===== config.mk =====
export PLATFORM = sky130hd
export DESIGN_NAME = alu_operand_sequencer
export DESIGN_NICKNAME = d
export VERILOG_FILES = /design/src/rtl/alu_operand_sequencer_pkg.sv /design/src/rtl/alu_operand_sequencer.sv
export SDC_FILE = /design/constraint.sdc
export NUM_CORES = 1
export LEC_CHECK = 0
export ABC_AREA = 1
export CAP_MARGIN = 5
export CORE_MARGIN = 4
export CORE_UTILIZATION = 59
export DETAILED_ROUTE_END_ITERATION = 6
export DONT_BUFFER_PORTS = 1
export PLACE_DENSITY = 0.84
export SLEW_MARGIN = 0
export SYNTH_ARGS = -nofsm -noshare
export SYNTH_HDL_FRONTEND = slang
export SYNTH_SLANG_ARGS = --single-unit

===== constraint.sdc =====
create_clock -name clk -period 2.5 [get_ports clk]
set_input_delay 0.625 -clock clk [delete_from_list [all_inputs] [get_ports clk]]
set_output_delay 0.625 -clock clk [all_outputs]
set_load 0.005 [all_outputs]

===== src/rtl/alu_operand_sequencer_pkg.sv =====
// rtl/alu_operand_sequencer_pkg.sv - shared opcodes, state encodings and ALU timing for the operand sequencer
package alu_operand_sequencer_pkg;

    localparam logic OP_NOT = 1'b0;
    localparam logic OP_ADD = 1'b1;

    localparam int ALU_LATENCY = 1;

    typedef enum logic [2:0] {
        ST_IDLE    = 3'd0,
        ST_LOAD_B  = 3'd1,
        ST_ISSUE   = 3'd2,
        ST_CAPTURE = 3'd3,
        ST_OUT     = 3'd4
    } state_e;

endpackage


===== src/rtl/alu_operand_sequencer.sv =====
// rtl/alu_operand_sequencer.sv - serial operand loader, ALU issue/capture FSM and result port
module alu_operand_sequencer
    import alu_operand_sequencer_pkg::*;
#(
    parameter int N = 8
) (
    input  logic         clk,
    input  logic         rst_n,
    input  logic         in_valid,
    output logic         in_ready,
    input  logic [N-1:0] in_data,
    input  logic         in_op,
    output logic         alu_op_code,
    output logic [N-1:0] alu_a,
    output logic [N-1:0] alu_b,
    input  logic [N-1:0] alu_q,
    output logic         res_valid,
    input  logic         res_ready,
    output logic [N-1:0] res_data,
    output logic         res_op,
    output logic         busy,
    output logic [7:0]   txn_count
);

    state_e       state_q, state_d;
    logic         op_q, op_d;
    logic [N-1:0] a_q, a_d;
    logic [N-1:0] b_q, b_d;
    logic [N-1:0] res_data_q, res_data_d;
    logic         res_op_q, res_op_d;
    logic         res_valid_q, res_valid_d;
    logic [7:0]   txn_q, txn_d;
    logic [1:0]   wait_q, wait_d;

    always_ff @(posedge clk) begin
        if (!rst_n) begin
            state_q     <= ST_IDLE;
            op_q        <= 1'b0;
            a_q         <= '0;
            b_q         <= '0;
            res_data_q  <= '0;
            res_op_q    <= 1'b0;
            res_valid_q <= 1'b0;
            txn_q       <= 8'd0;
            wait_q      <= 2'd0;
        end else begin
            state_q     <= state_d;
            op_q        <= op_d;
            a_q         <= a_d;
            b_q         <= b_d;
            res_data_q  <= res_data_d;
            res_op_q    <= res_op_d;
            res_valid_q <= res_valid_d;
            txn_q       <= txn_d;
            wait_q      <= wait_d;
        end
    end

    always_comb begin
        state_d     = state_q;
        op_d        = op_q;
        a_d         = a_q;
        b_d         = b_q;
        res_data_d  = res_data_q;
        res_op_d    = res_op_q;
        res_valid_d = res_valid_q;
        txn_d       = txn_q;
        wait_d      = wait_q;

        case (state_q)
            ST_IDLE: begin
                // b is cleared so a NOT leaves a defined value on the unused operand
                if (in_valid) begin
                    a_d     = in_data;
                    op_d    = in_op;
                    b_d     = '0;
                    state_d = (in_op == OP_NOT) ? ST_ISSUE : ST_LOAD_B;
                end
            end
            ST_LOAD_B: begin
                if (in_valid) begin
                    b_d     = in_data;
                    state_d = ST_ISSUE;
                end
            end
            ST_ISSUE: begin
                // operands stay parked until the ALU pipeline has had time to produce q
                if (wait_q == 2'(ALU_LATENCY - 1)) begin
                    wait_d  = 2'd0;
                    state_d = ST_CAPTURE;
                end else begin
                    wait_d = wait_q + 2'd1;
                end
            end
            ST_CAPTURE: begin
                res_data_d  = alu_q;
                res_op_d    = op_q;
                res_valid_d = 1'b1;
                state_d     = ST_OUT;
            end
            ST_OUT: begin
                if (res_ready) begin
                    res_valid_d = 1'b0;
                    txn_d       = txn_q + 8'd1;
                    state_d     = ST_IDLE;
                end
            end
            default: begin
                res_valid_d = 1'b0;
                wait_d      = 2'd0;
                state_d     = ST_IDLE;
            end
        endcase
    end

    assign in_ready    = (state_q == ST_IDLE) || (state_q == ST_LOAD_B);
    assign busy        = (state_q != ST_IDLE);
    assign alu_op_code = op_q;
    assign alu_a       = a_q;
    assign alu_b       = b_q;
    assign res_valid   = res_valid_q;
    assign res_data    = res_data_q;
    assign res_op      = res_op_q;
    assign txn_count   = txn_q;

endmodule


Word level (Yosys, flattened, before mapping)
Index checks and enable logic that the tools add are counted.
{"block": "word_totals", "register_bits": 40, "in_bits": 21, "output_inout_bits": 37, "elab_cells": 45}
{"block": "op_classes", "add_sub_neg": 2, "n_eq_ne": 8, "mux": 13, "bitwise": 1, "n_reduce_logical": 12}
{"cell": "8-bit 2-to-1 mux", "n": 2}
{"cell": "8-bit one-hot mux with 2 select lines", "n": 1}
{"cell": "3-bit one-hot mux with 5 select lines", "n": 1}
{"cell": "3-bit 2-to-1 mux", "n": 4}
{"cell": "8-bit by 1-bit adder with 8-bit output (second input constant)", "n": 1}
{"cell": "2-bit inequality test (second input constant)", "n": 4}
{"cell": "3-bit by 2-bit equality test with 1-bit output (second input constant)", "n": 2}
{"cell": "2-bit AND reduction", "n": 3}
{"cell": "2-bit 2-to-1 mux", "n": 2}
{"cell": "2-bit one-hot mux with 2 select lines", "n": 1}
{"cell": "4-bit AND reduction", "n": 1}
{"cell": "4-bit OR reduction", "n": 1}
{"cell": "3-bit by 1-bit equality test with 1-bit output (second input constant)", "n": 1}
{"cell": "3-bit equality test (second input constant)", "n": 1}
{"cell": "3-bit logical NOT", "n": 1}
{"cell": "1-bit one-hot mux with 3 select lines", "n": 1}
{"cell": "3-bit AND reduction", "n": 1}
{"cell": "3-bit nonzero test", "n": 1}
{"cell": "3-bit OR reduction", "n": 1}
{"cell": "2-bit by 1-bit adder with 2-bit output (second input constant)", "n": 1}
{"cell": "2-bit logical NOT", "n": 1}
{"cell": "2-bit nonzero test", "n": 1}
{"cell": "1-bit logical OR", "n": 1}
{"cell": "1-bit 2-to-1 mux", "n": 1}
{"cell": "1-bit inverter", "n": 1}

Logic depth before layout (Yosys ltp)
Gate-level depths: netlist of the first run.
{"block": "logic_depth", "ltp_word": 4, "mapped_depth": 9, "depth_no_buf": 9}

Worst setup path before layout of the first run
Ideal clock, no wire load.
{"block": "synth_path", "kind": "reg-to-output", "from": "reg state_q[0]", "to": "out in_ready", "arrival_time_ps": 812, "required_ps": 1875, "slack_ps": 1063, "stages_incl_launch_ff": 5, "path_buffers": 0, "cell_sequence": "dfxtp_1 -> inv_2 -> nor2_4 -> nand2_4 -> nand2_4"}
{"block": "synth_between", "elab_chain_cells": 2, "elab_cells_between_ends": 3, "cone_classes": "eq/ne (1); reduce/logical (2)"}
{"element": "start, declared", "line": "alu_operand_sequencer.sv:25", "text": "state_e state_q, state_d;"}
{"element": "start signal, assigned", "line": "alu_operand_sequencer.sv:47", "text": "state_q <= state_d;"}
{"element": "3-bit by 1-bit equality test with 1-bit output / 3-bit logical NOT (equally long branches)", "line": "alu_operand_sequencer.sv:116", "text": "assign in_ready = (state_q == ST_IDLE) || (state_q == ST_LOAD_B);"}
{"element": "1-bit logical OR *", "line": "alu_operand_sequencer.sv:116"}
{"element": "end, declared", "line": "alu_operand_sequencer.sv:10", "text": "output logic in_ready,"}
Every way passes the cells marked *; elsewhere a longest branch is shown, timed or not.

Final worst setup path of the first run
Ends and elaborated chain as after synthesis.

==> run metrics, run 1 <==
clock sinks=40; Routability Congestion=0.850; initial antenna violation count=0; type of the worst setup path=reg2out; largest area contributor in the netlist=dfxtp_1; Initial DRC Count=98; outcome=finished, final reports clean; min Tclk post-route=1.89 ns; vias in the first global route=1337; Distinct cells, synth=29; GR Util met1=0.242; post-synthesis cell count=222; Total GRT Usage=0.192; routed vias/inst=5.50; cts bufs inserted=5; largest net degree at the start of global routing=27; depth of the most critical reg-to-reg path=5; clock root buffer=clkbuf_4; met3 Track Usage GR=0.0791; Routed WL=3.49 mm; Tightest Pin Transition=0.474 ns; Max Transition Viols Final=0; drt wl/cell=13.7 um; routed via count=1402; Area contributors post-synth=dfxtp_1, nand2_1, a21oi_1; number of synthesized flops with an enable pin=0; Crit path arrival time=1.27 ns; core region area=2810 um2; clk_lat worst skew=0.35 ns; Data required, critical path=1.88 ns; Overflow after GRT=0; RSZ-0062 raised after global routing=false; Final Cycle Share=0.757; worst-path cell chain=inv_2, nor2_4, nand2_4, nand2_4; final hold slack=0.376 ns; Hold Path Depth=2; Die Ht=62.5 um; Clock Skews=0.0103 ns; PwrDens=773 nW/um2; Clock Path Buffers=2; top-count cell post-synth=nand2_1; synthesis-to-layout area growth=2.86%; top cell type's share of synthesized area=0.457; Hold-fix buffers, CTS=0; Post CTS Setup Buffer Count=0; Top cell by count, worst path=nand2_4; HPWL after detailed placement=2.54 mm; die width=62.5 um; slowest stage cell, crit path=dfxtp_1; DRT antenna net count=0; Remaining DRCs=0; Setup TNS Final=0 ns; GR Layer Usage met2=0.293; synth cell count leaders=nand2_1, dfxtp_1, a21oi_1; synthesized flop and latch total=40; relative slew slack=0.684; asr flop ratio synth=0; hold crit path type=in2reg; sequential share of the synthesized area=0.457; H-tree level count=2; Syn Nets=246; Max Cap Viol=0; Layout Nets=247; Starting Density=0.624; clk slew on worst S/H paths=0.13 ns; slowest stage delay, CP=0.50 ns; yosys synthesis warning count=0; first-pass detailed-route iteration total=4; row count=19; first-pass GRT wire length=6.07 mm; worst vdd ir=459 uV; final setup violating endpoints=0; Most used DFF post-synth=dfxtp_1; GR peak layer=met2; # port buffers=0; average size of a mapped cell=7.88 um2; CTS tree=done; final hold vios=0; Worst Path Max Fanout=6; io pins=58; die area=3900 um2; ant diodes=0; CTS resizes=0; CP Launch Type=register; Critical Path End Type=output pin; layout cells sized above 1=0.129; Max Freq=0.528 GHz; P_leak=0.726 nW; mapped cell area=1750 um2
==> cell families after synthesis <==
| logic type | share of synthesized area |
|---|---|
| and+or+nand+nor | 0.273 |
| AOI/OAI and AO/OA | 0.156 |
| DFF | 0.457 |
| buffers and inverters | 0.0872 |
| xor gates and xnor gates | 0.00500 |
| adders and majority gates | 0.0214 |
==> layer usage <==
metal,vias up,part of all wire
li1,719,-
met1,621,0.44
met2,56,0.44
met3,6,0.11
met4,0,0.014
met5,-,0
==> metrics by stage <==
step	setup WS (ns)	utilization	std cells	cell area [um2]	power (W)
global placement	1.02	0.622	247	1740	0.00108
CTS	0.587	0.642	255	1800	0.00141
finish	0.607	0.642	255	1800	0.00139
detailed placement	0.988	0.622	247	1740	0.00109
global route	0.485	0.642	255	1800	0.00150
floorplan	1.06	-	222	1750	0.00104
==> area by class of cell <==
type                       instances  area, um2
fill                             258       1000
inverter                          25        108
multi-input combinational        151        797
sequential                        40        801
clock inverter                     3       18.8
clock buffer                       5       37.5
tap                               31       38.8
==> final timing paths <==
| kind | slack [ns] | to | from |
|---|---|---|---|
| worst max-delay path | 0.61 | in_ready | state_q[0] |
| worst min-delay path | 0.38 | txn_count[5] | rst_n |
| worst max register to register | 1.04 | res_data[5] | state_q[0] |
| worst min register to register | 0.47 | alu_a[7] | alu_a[7] |
==> sequential cells by signal (all words and copies together), names as in the netlist, 2 cells and up <==
register and flops:
txn_count 8, state_q 3, alu_a 8, wait_q 2, alu_b 8, res_data 8
==> worst max-delay path, delay by kind of cell (launching register included) <==
| kind | cells | cell delay (ns) |
|---|---|---|
| and+or+nand+nor | 3 | 0.34 |
| DFF | 1 | 0.50 |
| buffers and inverters | 1 | 0.08 |
==> power breakdown <==
group          total (W)  switching (W)  internal [W]  leakage (nW)
Sequential      0.000778      0.0000683      0.000709         0.326
Combinational   0.000292       0.000196     0.0000963         0.366
Clock           0.000322       0.000214      0.000108        0.0349
==> cell usage in the layout (no fill, tap or decap), drive strengths merged <==
cell type,netlist,final
dfxtp,40,40
bufinv,1,1
nor3,1,1
xnor2,1,1
nand3,11,11
nand2,48,48
inv,24,24
a21oi,29,29
nand4,1,1
o21ai,24,24
ha,3,3
clkbuf,2,5
nand3b,1,1
nor2,32,32
clkinv,0,3
No activity file was read; power rests on OpenSTA's default activity.
==> inputs of run 2 (changes only) <==
==> constraint.sdc (replaced) <==
create_clock -name clk -period 2 [get_ports clk]
set_input_delay 0.5 -clock clk [delete_from_list [all_inputs] [get_ports clk]]
set_output_delay 0.5 -clock clk [all_outputs]
set_load 0.005 [all_outputs]
==> run metrics, run 2 (same netlist as run 1, synthesis figures left out) <==
first-pass GRT wire length=6.02 mm; most common cell after layout, fill and taps aside=nand2_1; cts bufs inserted=5; sw frac=0.327; CTS tree=done; hold crit path type=in2reg; Post CTS Setup Buffer Count=0; clk_lat worst skew=0.36 ns; Critical Path End Type=output pin; Max Transition Viols Final=0; routed via count=1397; Max Freq=0.549 GHz; min Tclk post-route=1.82 ns; H-tree level count=2; row count=19; Routability Congestion=0.792; largest net degree at the start of global routing=27; die width=62.5 um; PwrDens=1030 nW/um2; clock root buffer=clkbuf_4; CP Launch Type=register; drt wl/cell=14.4 um; Total GRT Usage=0.193; HPWL after detailed placement=2.59 mm; core region area=2810 um2; Worst Path Max Fanout=8; CTS resizes=0; layout cells sized above 1=0.129; final setup violating endpoints=0; io pins=58; commonest non-fill, non-tap cells in the layout=nand2_1, dfxtp_1, a21oi_1, nor2_1; synthesis-to-layout area growth=4.22%; type of the worst setup path=reg2out; Layout Nets=247; final hold vios=0; Logic pwr share=0.198; clock power share=0.284; Data required, critical path=1.50 ns; RSZ-0062 raised after global routing=false; Crit path arrival time=1.32 ns; Layout Utilization=0.650; first-pass detailed-route iteration total=4; Clock Skews=0.00410 ns; DRT antenna net count=0; internal power=0.00127 W; worst vdd ir=598 uV; Starting Density=0.624; Hold-fix buffers, CTS=0; Sequential Power Share=0.517; Die Ht=62.5 um; routed vias/inst=5.48; sw power=0.000617 W; Tightest Pin Transition=0.536 ns; outcome=finished, final reports clean; relative slew slack=0.642; Max Cap Viol=0; Initial DRC Count=66; # port buffers=0; clock sinks=40; Overflow after GRT=0; Final Cycle Share=0.911; vias in the first global route=1307; clk slew on worst S/H paths=0.12 ns; Routed WL=3.67 mm; P_leak=0.733 nW; ant diodes=0; Clock Path Buffers=2; Setup TNS Final=0 ns; Remaining DRCs=0; die area=3900 um2; initial antenna violation count=0
[run 2: changes by cell type in the layout (fill, tap and decap cells not counted)]
cell | before | now
clkinv_2 | 2 | 1
clkinv_4 | 1 | 0
bufinv_16 | 0 | 1
clkinvlp_4 | 0 | 1
[run 2: critical path: stages, from the launching register on]
cell     delay, ns
dfxtp_1       0.62
nor2_2        0.13
nand2_2       0.13
nand2_4       0.09
[run 2: layout make-up]
cell class | instances | area (um2)
Clock buffer | 5 | 37.5
Clock inverter | 3 | 42.5
Fill cell | 237 | 981
Inverter | 25 | 108
Multi-Input combinational cell | 151 | 797
Sequential cell | 40 | 801
Tap cell | 31 | 38.8
[run 2: power groups by stage]
stage	Clock, W	Combinational, W	Sequential, W
2_1_floorplan	0	0.000338	0.000967
3_3_place_gp	0	0.000365	0.000991
3_5_place_dp	0	0.000375	0.000992
4_1_cts	0.000547	0.000378	0.000976
5_1_grt	0.000575	0.000426	0.000987
6_report	0.000536	0.000374	0.000975
[run 2: metal layers]
metal | routed length (um) | up-vias | track usage
li1 | - | 717 | -
met1 | 1540 | 627 | 0.219
met2 | 1710 | 47 | 0.314
met3 | 370 | 6 | 0.103
met4 | 48 | 0 | 0.0579
met5 | 0 | - | 0
[run 2: final timing paths]
path / start / to / slack [ns] / depth (start not counted)
max: state_q[2] / in_ready / 0.18 / 3
min: rst_n / res_op / 0.24 / 2
max reg2reg: state_q[0] / res_data[2] / 0.58 / 5
min reg2reg: alu_a[6] / alu_a[6] / 0.47 / 2
[run 2: per-stage QoR]
step           setup slack [ns]  total power (W)  instance area (um2)  hold slack, ns  std cells
3_5_place_dp              0.576          0.00137                 1740           0.458        247
3_3_place_gp              0.592          0.00136                 1740           0.453        247
5_1_grt                   0.112          0.00199                 1820           0.218        255
2_1_floorplan             0.688          0.00130                 1750           0.440        222
4_1_cts                   0.169          0.00190                 1820           0.227        255
6_report                  0.179          0.00188                 1820           0.238        255
==> inputs of run 3 (changes only) <==
--- a/config.mk
+++ b/config.mk
@@ -6,12 +6,13 @@
 export NUM_CORES = 1
 export LEC_CHECK = 0
 export ABC_AREA = 1
-export CAP_MARGIN = 5
+export CAP_MARGIN = 10
 export CORE_MARGIN = 4
 export CORE_UTILIZATION = 59
 export DETAILED_ROUTE_END_ITERATION = 6
 export DONT_BUFFER_PORTS = 1
 export PLACE_DENSITY = 0.84
+export REMOVE_ABC_BUFFERS = 1
 export SLEW_MARGIN = 0
 export SYNTH_ARGS = -nofsm -noshare
 export SYNTH_HDL_FRONTEND = slang
==> run metrics, run 3 (same netlist as run 1, synthesis figures left out) <==
outcome=finished, final reports clean; HPWL after detailed placement=2.42 mm; Routability Congestion=0.788; Sequential Power Share=0.568; final worst setup slack=0.218 ns; Critical Path End Type=output pin; final setup violating endpoints=0; Data required, critical path=1.50 ns; drt wl/cell=12.9 um; die width=62.5 um; vias in the first global route=1256; Tightest Pin Transition=0.541 ns; H-tree level count=2; worst vdd ir=483 uV; routed vias/inst=5.26; # port buffers=0; clk slew on worst S/H paths=0.11 ns; synthesis-to-layout area growth=2.50%; relative slew slack=0.639; Clock Path Buffers=2; Logic pwr share=0.214; Layout Utilization=0.640; CTS resizes=0; most common cell after layout, fill and taps aside=nand2_1; initial antenna violation count=0; Max Freq=0.561 GHz; Overflow after GRT=0; routed via count=1337; die area=3900 um2; DRT antenna net count=0; Max Transition Viols Final=0; clock sinks=40; fillcell total=278; Post CTS Setup Buffer Count=0; Placed Area=1740 um2; clock power share=0.218; io pins=58; Layout Nets=247; type of the worst setup path=reg2out; row count=19; design area=1790 um2; min Tclk post-route=1.78 ns; Final Cycle Share=0.891; final hold vios=0; sw power=0.000573 W; Post-Place Setup Slack=0.585 ns; P_leak=0.719 nW; CP Launch Type=register; RR Startpoint=state_q[0]; Hold-fix buffers, CTS=0; Routed WL=3.29 mm; Initial DRC Count=99; Clock Skews=0.00968 ns; clock root buffer=clkbuf_4; Register Area=801 um2; Total GRT Usage=0.185; internal power=0.00113 W; Die Ht=62.5 um; commonest non-fill, non-tap cells in the layout=nand2_1, dfxtp_1, a21oi_1, nor2_1; worst r2r dst=res_data[7]; Remaining DRCs=0; Setup TNS Final=0 ns; clk_lat worst skew=0.34 ns; first-pass detailed-route iteration total=4; core region area=2810 um2; sw frac=0.336; CTS tree=done; layout cells sized above 1=0.126; depth of the most critical reg-to-reg path=5; first-pass GRT wire length=5.77 mm; RSZ-0062 raised after global routing=false; Critical Path Source=state_q[2]; area of the multi-input gates=797 um2; PwrDens=952 nW/um2; Starting Density=0.624; crit path to=in_ready; Crit path arrival time=1.28 ns; largest net degree at the start of global routing=27; hold crit path type=in2reg; ant diodes=0; Max Cap Viol=0; Worst Path Max Fanout=8; r2r setup slk=0.64 ns; cts bufs inserted=5
-- run 3: cell types whose count changed in the layout (fill, tap and decap cells not counted) --
cell	previous run	this run
bufinv_16	1	0
-- run 3: worst min-delay path by stage --
stage          startpoint            to  cells past startpoint
2_1_floorplan    alu_a[0]      alu_a[0]                      2
3_3_place_gp     alu_a[5]      alu_a[5]                      2
3_5_place_dp     alu_a[4]      alu_a[4]                      2
4_1_cts             rst_n        res_op                      2
5_1_grt             rst_n        res_op                      2
6_report            rst_n  txn_count[5]                      2
-- run 3: stage by stage --
stage	instances	hold slack [ns]	power, W
final	254	0.262	0.00171
after global routing	254	0.235	0.00185
after CTS	254	0.245	0.00174
after detailed placement	247	0.455	0.00136
after global placement	247	0.450	0.00135
after floorplan	216	0.440	0.00128
-- run 3: power by group through the flow --
stage | Clock (W) | Sequential, W | Combinational, W
global placement | 0 | 0.000989 | 0.000363
finish | 0.000373 | 0.000970 | 0.000365
floorplan | 0 | 0.000971 | 0.000310
global route | 0.000431 | 0.000985 | 0.000430
detailed placement | 0 | 0.000991 | 0.000369
CTS | 0.000392 | 0.000973 | 0.000371
-- run 3: final cells by class --
type / instances / share of cell area
tap: 31 / 0.0216
sequential: 40 / 0.446
clock inverter: 2 / 0.00697
clock buffer: 5 / 0.0209
inverter: 25 / 0.0600
multi-input combinational: 151 / 0.444
-- run 3: critical path, stage by stage, from the launching register on --
cell and delay, ns:
dfxtp_1 0.60, nor2_2 0.13, nand2_2 0.13, nand2_4 0.09
-- run 3: layer usage --
metal  wire, um  track usage  up-vias
met5          0            0        -
met2       1480        0.284       50
met3        353       0.0755        7
met1       1380        0.220      567
met4         76       0.0992        0
li1           -            -      713
